**src/rtl/bk_kbd_pkg.sv**
```systemverilog
// Shared definitions for the BK keyboard controller: prefix FSM encoding,
// PS/2 set-2 prefix/shift constants and the shift-case helper.
package bk_kbd_pkg;

   typedef enum logic [2:0] {
      ST_IDLE   = 3'd0,
      ST_EXT    = 3'd1,
      ST_BRK    = 3'd2,
      ST_EXTBRK = 3'd3,
      ST_SKIP   = 3'd4
   } kbd_state_t;

   localparam logic [7:0] SC_E0      = 8'hE0;
   localparam logic [7:0] SC_F0      = 8'hF0;
   localparam logic [7:0] SC_E1      = 8'hE1;
   localparam logic [7:0] SC_LSHIFT  = 8'h12;
   localparam logic [7:0] SC_RSHIFT  = 8'h59;
   localparam logic [2:0] PAUSE_SKIP = 3'd7;

   // Letters go upper case, digits 1..9 go to their punctuation partners.
   function automatic logic [6:0] apply_shift(input logic [6:0] base, input logic shift);
      logic [6:0] res;
      if (shift && (base >= 7'h61) && (base <= 7'h7A)) begin
         res = base - 7'h20;
      end else if (shift && (base >= 7'h31) && (base <= 7'h39)) begin
         res = base ^ 7'h10;
      end else begin
         res = base;
      end
      return res;
   endfunction

endpackage

```
**src/rtl/bk_kbd_ctrl_transl.sv**
```systemverilog
// Scancode-to-BK-code translator: combinational lookup of {shift, e0, byte};
// result bit 7 selects the AR2 interrupt vector, zero means no code.
module kbd_transl
   import bk_kbd_pkg::*;
(
   input  logic       shift,
   input  logic       e0,
   input  logic [7:0] scan,
   output logic [7:0] code
);

   logic [6:0] base_s;
   logic       ar2_s;

   // Unshifted base code per key
   always_comb begin
      base_s = 7'h00;
      ar2_s  = 1'b0;
      if (e0) begin
         case (scan)
            8'h75:   base_s = 7'h1A;
            8'h72:   base_s = 7'h1B;
            8'h6B:   base_s = 7'h08;
            8'h74:   base_s = 7'h19;
            default: base_s = 7'h00;
         endcase
      end else begin
         case (scan)
            8'h1C: base_s = 7'h61;  8'h32: base_s = 7'h62;  8'h21: base_s = 7'h63;
            8'h23: base_s = 7'h64;  8'h24: base_s = 7'h65;  8'h2B: base_s = 7'h66;
            8'h34: base_s = 7'h67;  8'h33: base_s = 7'h68;  8'h43: base_s = 7'h69;
            8'h3B: base_s = 7'h6A;  8'h42: base_s = 7'h6B;  8'h4B: base_s = 7'h6C;
            8'h3A: base_s = 7'h6D;  8'h31: base_s = 7'h6E;  8'h44: base_s = 7'h6F;
            8'h4D: base_s = 7'h70;  8'h15: base_s = 7'h71;  8'h2D: base_s = 7'h72;
            8'h1B: base_s = 7'h73;  8'h2C: base_s = 7'h74;  8'h3C: base_s = 7'h75;
            8'h2A: base_s = 7'h76;  8'h1D: base_s = 7'h77;  8'h22: base_s = 7'h78;
            8'h35: base_s = 7'h79;  8'h1A: base_s = 7'h7A;
            8'h16: base_s = 7'h31;  8'h1E: base_s = 7'h32;  8'h26: base_s = 7'h33;
            8'h25: base_s = 7'h34;  8'h2E: base_s = 7'h35;  8'h36: base_s = 7'h36;
            8'h3D: base_s = 7'h37;  8'h3E: base_s = 7'h38;  8'h46: base_s = 7'h39;
            8'h45: base_s = 7'h30;
            8'h29: base_s = 7'h20;  8'h5A: base_s = 7'h0A;  8'h66: base_s = 7'h18;
            8'h0D: base_s = 7'h09;
            // function keys raise the AR2 interrupt instead of the normal one
            8'h05: begin base_s = 7'h01; ar2_s = 1'b1; end
            8'h06: begin base_s = 7'h02; ar2_s = 1'b1; end
            default: base_s = 7'h00;
         endcase
      end
   end

   assign code = {ar2_s, apply_shift(base_s, shift)};

endmodule

```
**src/rtl/bk_kbd_ctrl.sv**
```systemverilog
// BK keyboard controller: PS/2 set-2 prefix decode, shift tracking and the
// key data/status registers. Build macro KBD_TYPEMATIC_EN accepts typematic repeats.
module bk_kbd_ctrl
   import bk_kbd_pkg::*;
(
   input  logic       clk_sys,
   input  logic       reset,
   input  logic       scan_valid,
   input  logic [7:0] scan_code,
   input  logic       cpu_rd,
   input  logic       irq_en,
   output logic       key_ready,
   output logic [6:0] key_code,
   output logic       key_ar2,
   output logic       key_down,
   output logic       irq
);

   kbd_state_t state_r;
   logic [2:0] skip_r;
   logic       lshift_r, rshift_r;
   logic [7:0] held_r;
   logic       ready_r, ar2_r, down_r;
   logic [6:0] code_r;
   logic       e0_s, shift_s, make_s, brk_s, key_evt_s, load_s;
   logic [7:0] transl_s;

   assign e0_s    = (state_r == ST_EXT) || (state_r == ST_EXTBRK);
   assign shift_s = lshift_r | rshift_r;

   kbd_transl u_transl (
      .shift (shift_s),
      .e0    (e0_s),
      .scan  (scan_code),
      .code  (transl_s)
   );

   // Classify the current strobe as a make or break of a real key byte
   always_comb begin
      make_s = 1'b0;
      brk_s  = 1'b0;
      if (scan_valid && (scan_code != SC_E1)) begin
         case (state_r)
            ST_IDLE:   make_s = (scan_code != SC_E0) && (scan_code != SC_F0);
            ST_EXT:    make_s = (scan_code != SC_F0);
            ST_BRK,
            ST_EXTBRK: brk_s = 1'b1;
            default: begin
               make_s = 1'b0;
               brk_s  = 1'b0;
            end
         endcase
      end else begin
         make_s = 1'b0;
         brk_s  = 1'b0;
      end
   end

`ifdef KBD_TYPEMATIC_EN
   assign key_evt_s = make_s && (transl_s != 8'h00);
`else
   assign key_evt_s = make_s && (transl_s != 8'h00) && !(down_r && (scan_code == held_r));
`endif
   // a coincident CPU read frees the register, so the new code is not lost
   assign load_s = key_evt_s && (!ready_r || cpu_rd);

   // Prefix decoder FSM; Pause (E1 ...) is swallowed by the skip counter
   always_ff @(posedge clk_sys or posedge reset) begin
      if (reset) begin
         state_r <= ST_IDLE;
         skip_r  <= 3'd0;
      end else if (scan_valid) begin
         case (state_r)
            ST_SKIP: begin
               if (skip_r <= 3'd1) begin
                  skip_r  <= 3'd0;
                  state_r <= ST_IDLE;
               end else begin
                  skip_r  <= skip_r - 3'd1;
               end
            end
            default: begin
               if (scan_code == SC_E1) begin
                  state_r <= ST_SKIP;
                  skip_r  <= PAUSE_SKIP;
               end else if ((state_r == ST_IDLE) && (scan_code == SC_E0)) begin
                  state_r <= ST_EXT;
               end else if ((state_r == ST_IDLE) && (scan_code == SC_F0)) begin
                  state_r <= ST_BRK;
               end else if ((state_r == ST_EXT) && (scan_code == SC_F0)) begin
                  state_r <= ST_EXTBRK;
               end else begin
                  state_r <= ST_IDLE;
               end
            end
         endcase
      end
   end

   // Shift tracking and the key data/status registers
   always_ff @(posedge clk_sys or posedge reset) begin
      if (reset) begin
         lshift_r <= 1'b0;
         rshift_r <= 1'b0;
         held_r   <= 8'h00;
         ready_r  <= 1'b0;
         code_r   <= 7'h00;
         ar2_r    <= 1'b0;
         down_r   <= 1'b0;
      end else begin
         if (!e0_s && (scan_code == SC_LSHIFT) && (make_s || brk_s)) begin
            lshift_r <= make_s;
         end
         if (!e0_s && (scan_code == SC_RSHIFT) && (make_s || brk_s)) begin
            rshift_r <= make_s;
         end
         if (load_s) begin
            code_r  <= transl_s[6:0];
            ar2_r   <= transl_s[7];
            ready_r <= 1'b1;
         end else if (cpu_rd) begin
            ready_r <= 1'b0;
         end
         if (key_evt_s) begin
            down_r <= 1'b1;
            held_r <= scan_code;
         end else if (brk_s && (scan_code == held_r)) begin
            down_r <= 1'b0;
         end
      end
   end

   assign key_ready = ready_r;
   assign key_code  = code_r;
   assign key_ar2   = ar2_r;
   assign key_down  = down_r;
   assign irq       = ready_r & irq_en;

endmodule
```
**config.mk**
```make
export PLATFORM = sky130hd
export DESIGN_NAME = bk_kbd_ctrl
export DESIGN_NICKNAME = d
export VERILOG_FILES = /design/src/rtl/bk_kbd_pkg.sv /design/src/rtl/bk_kbd_ctrl_transl.sv /design/src/rtl/bk_kbd_ctrl.sv
export SDC_FILE = /design/constraint.sdc
export NUM_CORES = 1
export LEC_CHECK = 0
export ABC_AREA = 1
export BUFFER_PORTS_ARGS = -buffer_cell sky130_fd_sc_hd__clkbuf_2
export CAP_MARGIN = 20
export CORE_UTILIZATION = 60
export DETAILED_ROUTE_END_ITERATION = 8
export GPL_TIMING_DRIVEN = 0
export HOLD_SLACK_MARGIN = 0.06
export PLACE_DENSITY = 0.81
export SETUP_SLACK_MARGIN = 0.1
export SLEW_MARGIN = 20
export SYNTH_ARGS = -nofsm -noshare
export SYNTH_HDL_FRONTEND = slang
export SYNTH_SLANG_ARGS = --single-unit
```
**constraint.sdc**
```tcl
create_clock -name clk_sys -period 3.1 [get_ports clk_sys]
set_input_delay 0.93 -clock clk_sys [delete_from_list [all_inputs] [get_ports clk_sys]]
set_output_delay 0.93 -clock clk_sys [all_outputs]
set_load 0.005 [all_outputs]
```
==> impl_metrics.py <==
metrics = {
    "clock_network": {
        "cts_hold_buffers": 0,
        "cts_made_buffers": 3,
        "cts_tree": "done",
        "clock-root-buffer": "clkbuf_8",
        "cts-htree-levels": 1,
        "clk_pin_slew_ns": 0.13,
        "cts_sinks": 26,
        "insertion_delay_ns": 0.30,
        "cts_buffer_depth": 2,
    },
    "placement": {
        "pre_cts_ws_ns": -0.586,
        "hpwl_um": 5470,
        "io_buffers": 22,
        "gp_congestion": 0.958,
    },
    "global_routing": {
        "grt_start_max_net_pins": 27,
        "antenna_found_initial": 0,
        "grt_pass1_vias": 3199,
        "grt_util_all_layers_pct": 48.4,
        "grt_first_pass_wirelength_um": 15700,
        "grt_overflow_total": 0,
    },
    "yosys": {
        "ys_warn_count": 0,
        "seq_area_frac_synth_pct": 26.2,
        "async_flop_share_pct": 100,
        "syn-num-nets": 436,
        "synth_cell_types": 34,
        "synthCells": 420,
        "synthFlopType": "dfrtp_1",
        "ys_seq_elements": 26,
        "synth.cell_area_um2": 2480,
        "syn_area_per_cell_um2": 5.92,
        "synth_edf_count": 0,
    },
    "routing": {
        "ant_nets": 0,
        "post_drt_via_cell_ratio": 7.09,
        "wirelength_um": 12300,
        "drt_iter0_drc": 870,
        "vias": 3736,
        "remaining_drc_errors": 105,
        "routedWlPerCell_um": 23.4,
        "dr.pass1.iters": 9,
    },
    "run_status": {
        "status": "complete, but fails checks",
        "violations": "design-rule violations, negative setup slack",
    },
    "setup_path": {
        "slowest_stage": "a21oi_1",
        "cp.arrival_ns": 3.82,
        "cpMostUsedCell": "inv_1",
        "crit_path_end_kind": "register",
        "cp_cell_sequence": "clkbuf_8 > inv_6 > nand2_8 > nor2_4 > nand2_1 > inv_1 > nor2_1 > inv_1 > a2111oi_2 > inv_1 > a21oi_1 > buf_2 > nand3_4 > nand2_2 > nand2_2",
        "worstSetupStartpointType": "input port",
        "crit_fanout": 10,
        "crit_cells": 15,
        "critPathRequiredTime_ns": 3.26,
        "critical_path_buf_inv_count": 6,
        "slowest_delay_ns": 0.50,
        "cp_top_family": "buffers and inverters",
        "ff2ff_path_depth": 17,
        "crit_type": "input port to register",
    },
    "sta": {
        "fin_ws_ns": -0.556,
        "skew_ns": 0.0272,
        "slew_violations": 0,
        "finalSetupTns_ns": -7.16,
        "hold_viol": 0,
        "setup_viol": 18,
        "tightestPinTransition_ns": 1.12,
        "slew_headroom_pct": 23.3,
        "fin_crit_sh_pct": 118,
        "fin_crit_ns": 3.66,
        "hold_slack_ns": 0.493,
        "rsz0062_at_grt": "true",
        "timing.fmax_ghz": 0.274,
    },
    "floorplan": {
        "row_count": 23,
        "die_h_um": 66.4,
        "coreArea_um2": 4000,
        "die_w_um": 66.4,
        "die_area_um2": 4400,
        "start_util_pct": 62.1,
        "boundaryPins": 24,
    },
    "cells_and_area": {
        "final_common_cell": "nand2_1",
        "synthToLayoutAreaGrowth_pct": 45.2,
        "nNetsFinal": 494,
        "n_antenna_cell": 0,
        "final_cell_mix": "111 x nand2_1, 52 x nor2_1, 36 x inv_1, 34 x nand2_2, 26 x dfrtp_1",
        "drive_gt1_share_pct": 36.7,
    },
    "power_and_ir_drop": {
        "powerDensity_nw_per_um2": 364,
        "p_leak_nw": 1.88,
        "peakVddDrop_v": 0.000318,
    },
    "hold_path": {
        "min_path_type": "register to register",
        "hold_depth": 2,
    },
    "job": {
        "maxCapViolCount": 0,
    },
}
## area by class of cell
| type | instances | area (um^2) |
|---|---|---|
| Sequential cell | 26 | 651 |
| Timing Repair Buffer | 53 | 478 |
| Clock buffer | 3 | 41.3 |
| Clock inverter | 1 | 30.0 |
| Multi-Input combinational cell | 339 | 2040 |
| Fill cell | 168 | 392 |
| Inverter | 49 | 241 |
| Buffer | 6 | 63.8 |
| Tap cell | 50 | 62.6 |
## cells in the mapped netlist, types with 3 or more instances
master   number  share of area (%)
or2_2         4                1.0
o21ai_0      12                2.4
nand4_1      16                4.0
nor2_1       69                 10
buf_2         3               0.60
dfrtp_1      26                 26
buf_6         3                1.4
nand2_1     153                 23
ha_1          3                1.5
nor3_1        6                1.2
inv_1        40                6.0
o21ai_1       9                1.8
nand3_1      16                3.2
nor2_2        8                2.0
inv_2         9                1.4
a21oi_1       8                1.6
nand2_2       9                2.3
## sequential cells by signal, summed over array words and instances (netlist names)
name,count
held_r,8
key_ar2,1
key_code,7
key_down,1
key_ready,1
lshift_r,1
rshift_r,1
skip_r,3
state_r,3
## routing by layer
metal	track usage, %	wire, um	vias up	share of wire, %
li1	-	-	1465	-
met1	57.7	3860	1610	31
met2	78.4	5240	462	42
met3	11.4	1830	199	15
met4	28.7	1410	0	11
met5	0	0	-	0
## cells by family (layout without fill, tap and decap cells)
| group | Yosys count | count (layout) | share of synthesized area (%) |
|---|---|---|---|
| adders and majority gates | 3 | 3 | 1.51 |
| and+or+nand+nor | 291 | 291 | 51.5 |
| xor gates and xnor gates | 4 | 4 | 1.41 |
| DFF | 26 | 26 | 26.2 |
| AOI/OAI and AO/OA | 41 | 41 | 10.1 |
| buffers and inverters | 55 | 112 | 9.37 |
## final timing paths
| check | startpoint | to | slack (ns) |
|---|---|---|---|
| worst max-delay path | scan_code[1] | key_ar2 | -0.56 |
| worst min-delay path | key_code[2] | key_code[2] | 0.49 |
| worst max register to register | state_r[0] | key_ar2 | -0.02 |
| worst min register to register | key_code[2] | key_code[2] | 0.49 |
| max in group asynchronous | reset | key_ready | 2.19 |
| min in group asynchronous | reset | state_r[2] | 0.50 |
## per-stage QoR
stage	power, mW	area, um^2	instances	util [%]
after floorplan	0.661	2540	420	-
after global placement	0.738	2710	492	67.8
after detailed placement	0.756	2710	492	67.8
after CTS	1.14	3320	518	83.0
after global routing	1.35	3610	527	90.2
final	1.31	3610	527	90.2
## worst min-delay path: stages (launching register included)
cell and delay (ns):
dfrtp_1 0.37, nand2_1 0.05, nand2_1 0.05
## what timing repair did
item                                    CTS  global route
gates resized for setup                  91            58
gates cloned                              3             0
pin swaps                                23            33
setup buffers                            19             8
endpoints found under the setup margin   18            18
## power breakdown
| group | internal [mW] | switching, mW | total, mW |
|---|---|---|---|
| combinational | 0.212 | 0.332 | 0.543 |
| sequential | 0.397 | 0.0664 | 0.463 |
| clock | 0.174 | 0.135 | 0.308 |
| total | 0.782 | 0.533 | 1.31 |
Note: power is estimated with default switching activity, not from simulation.
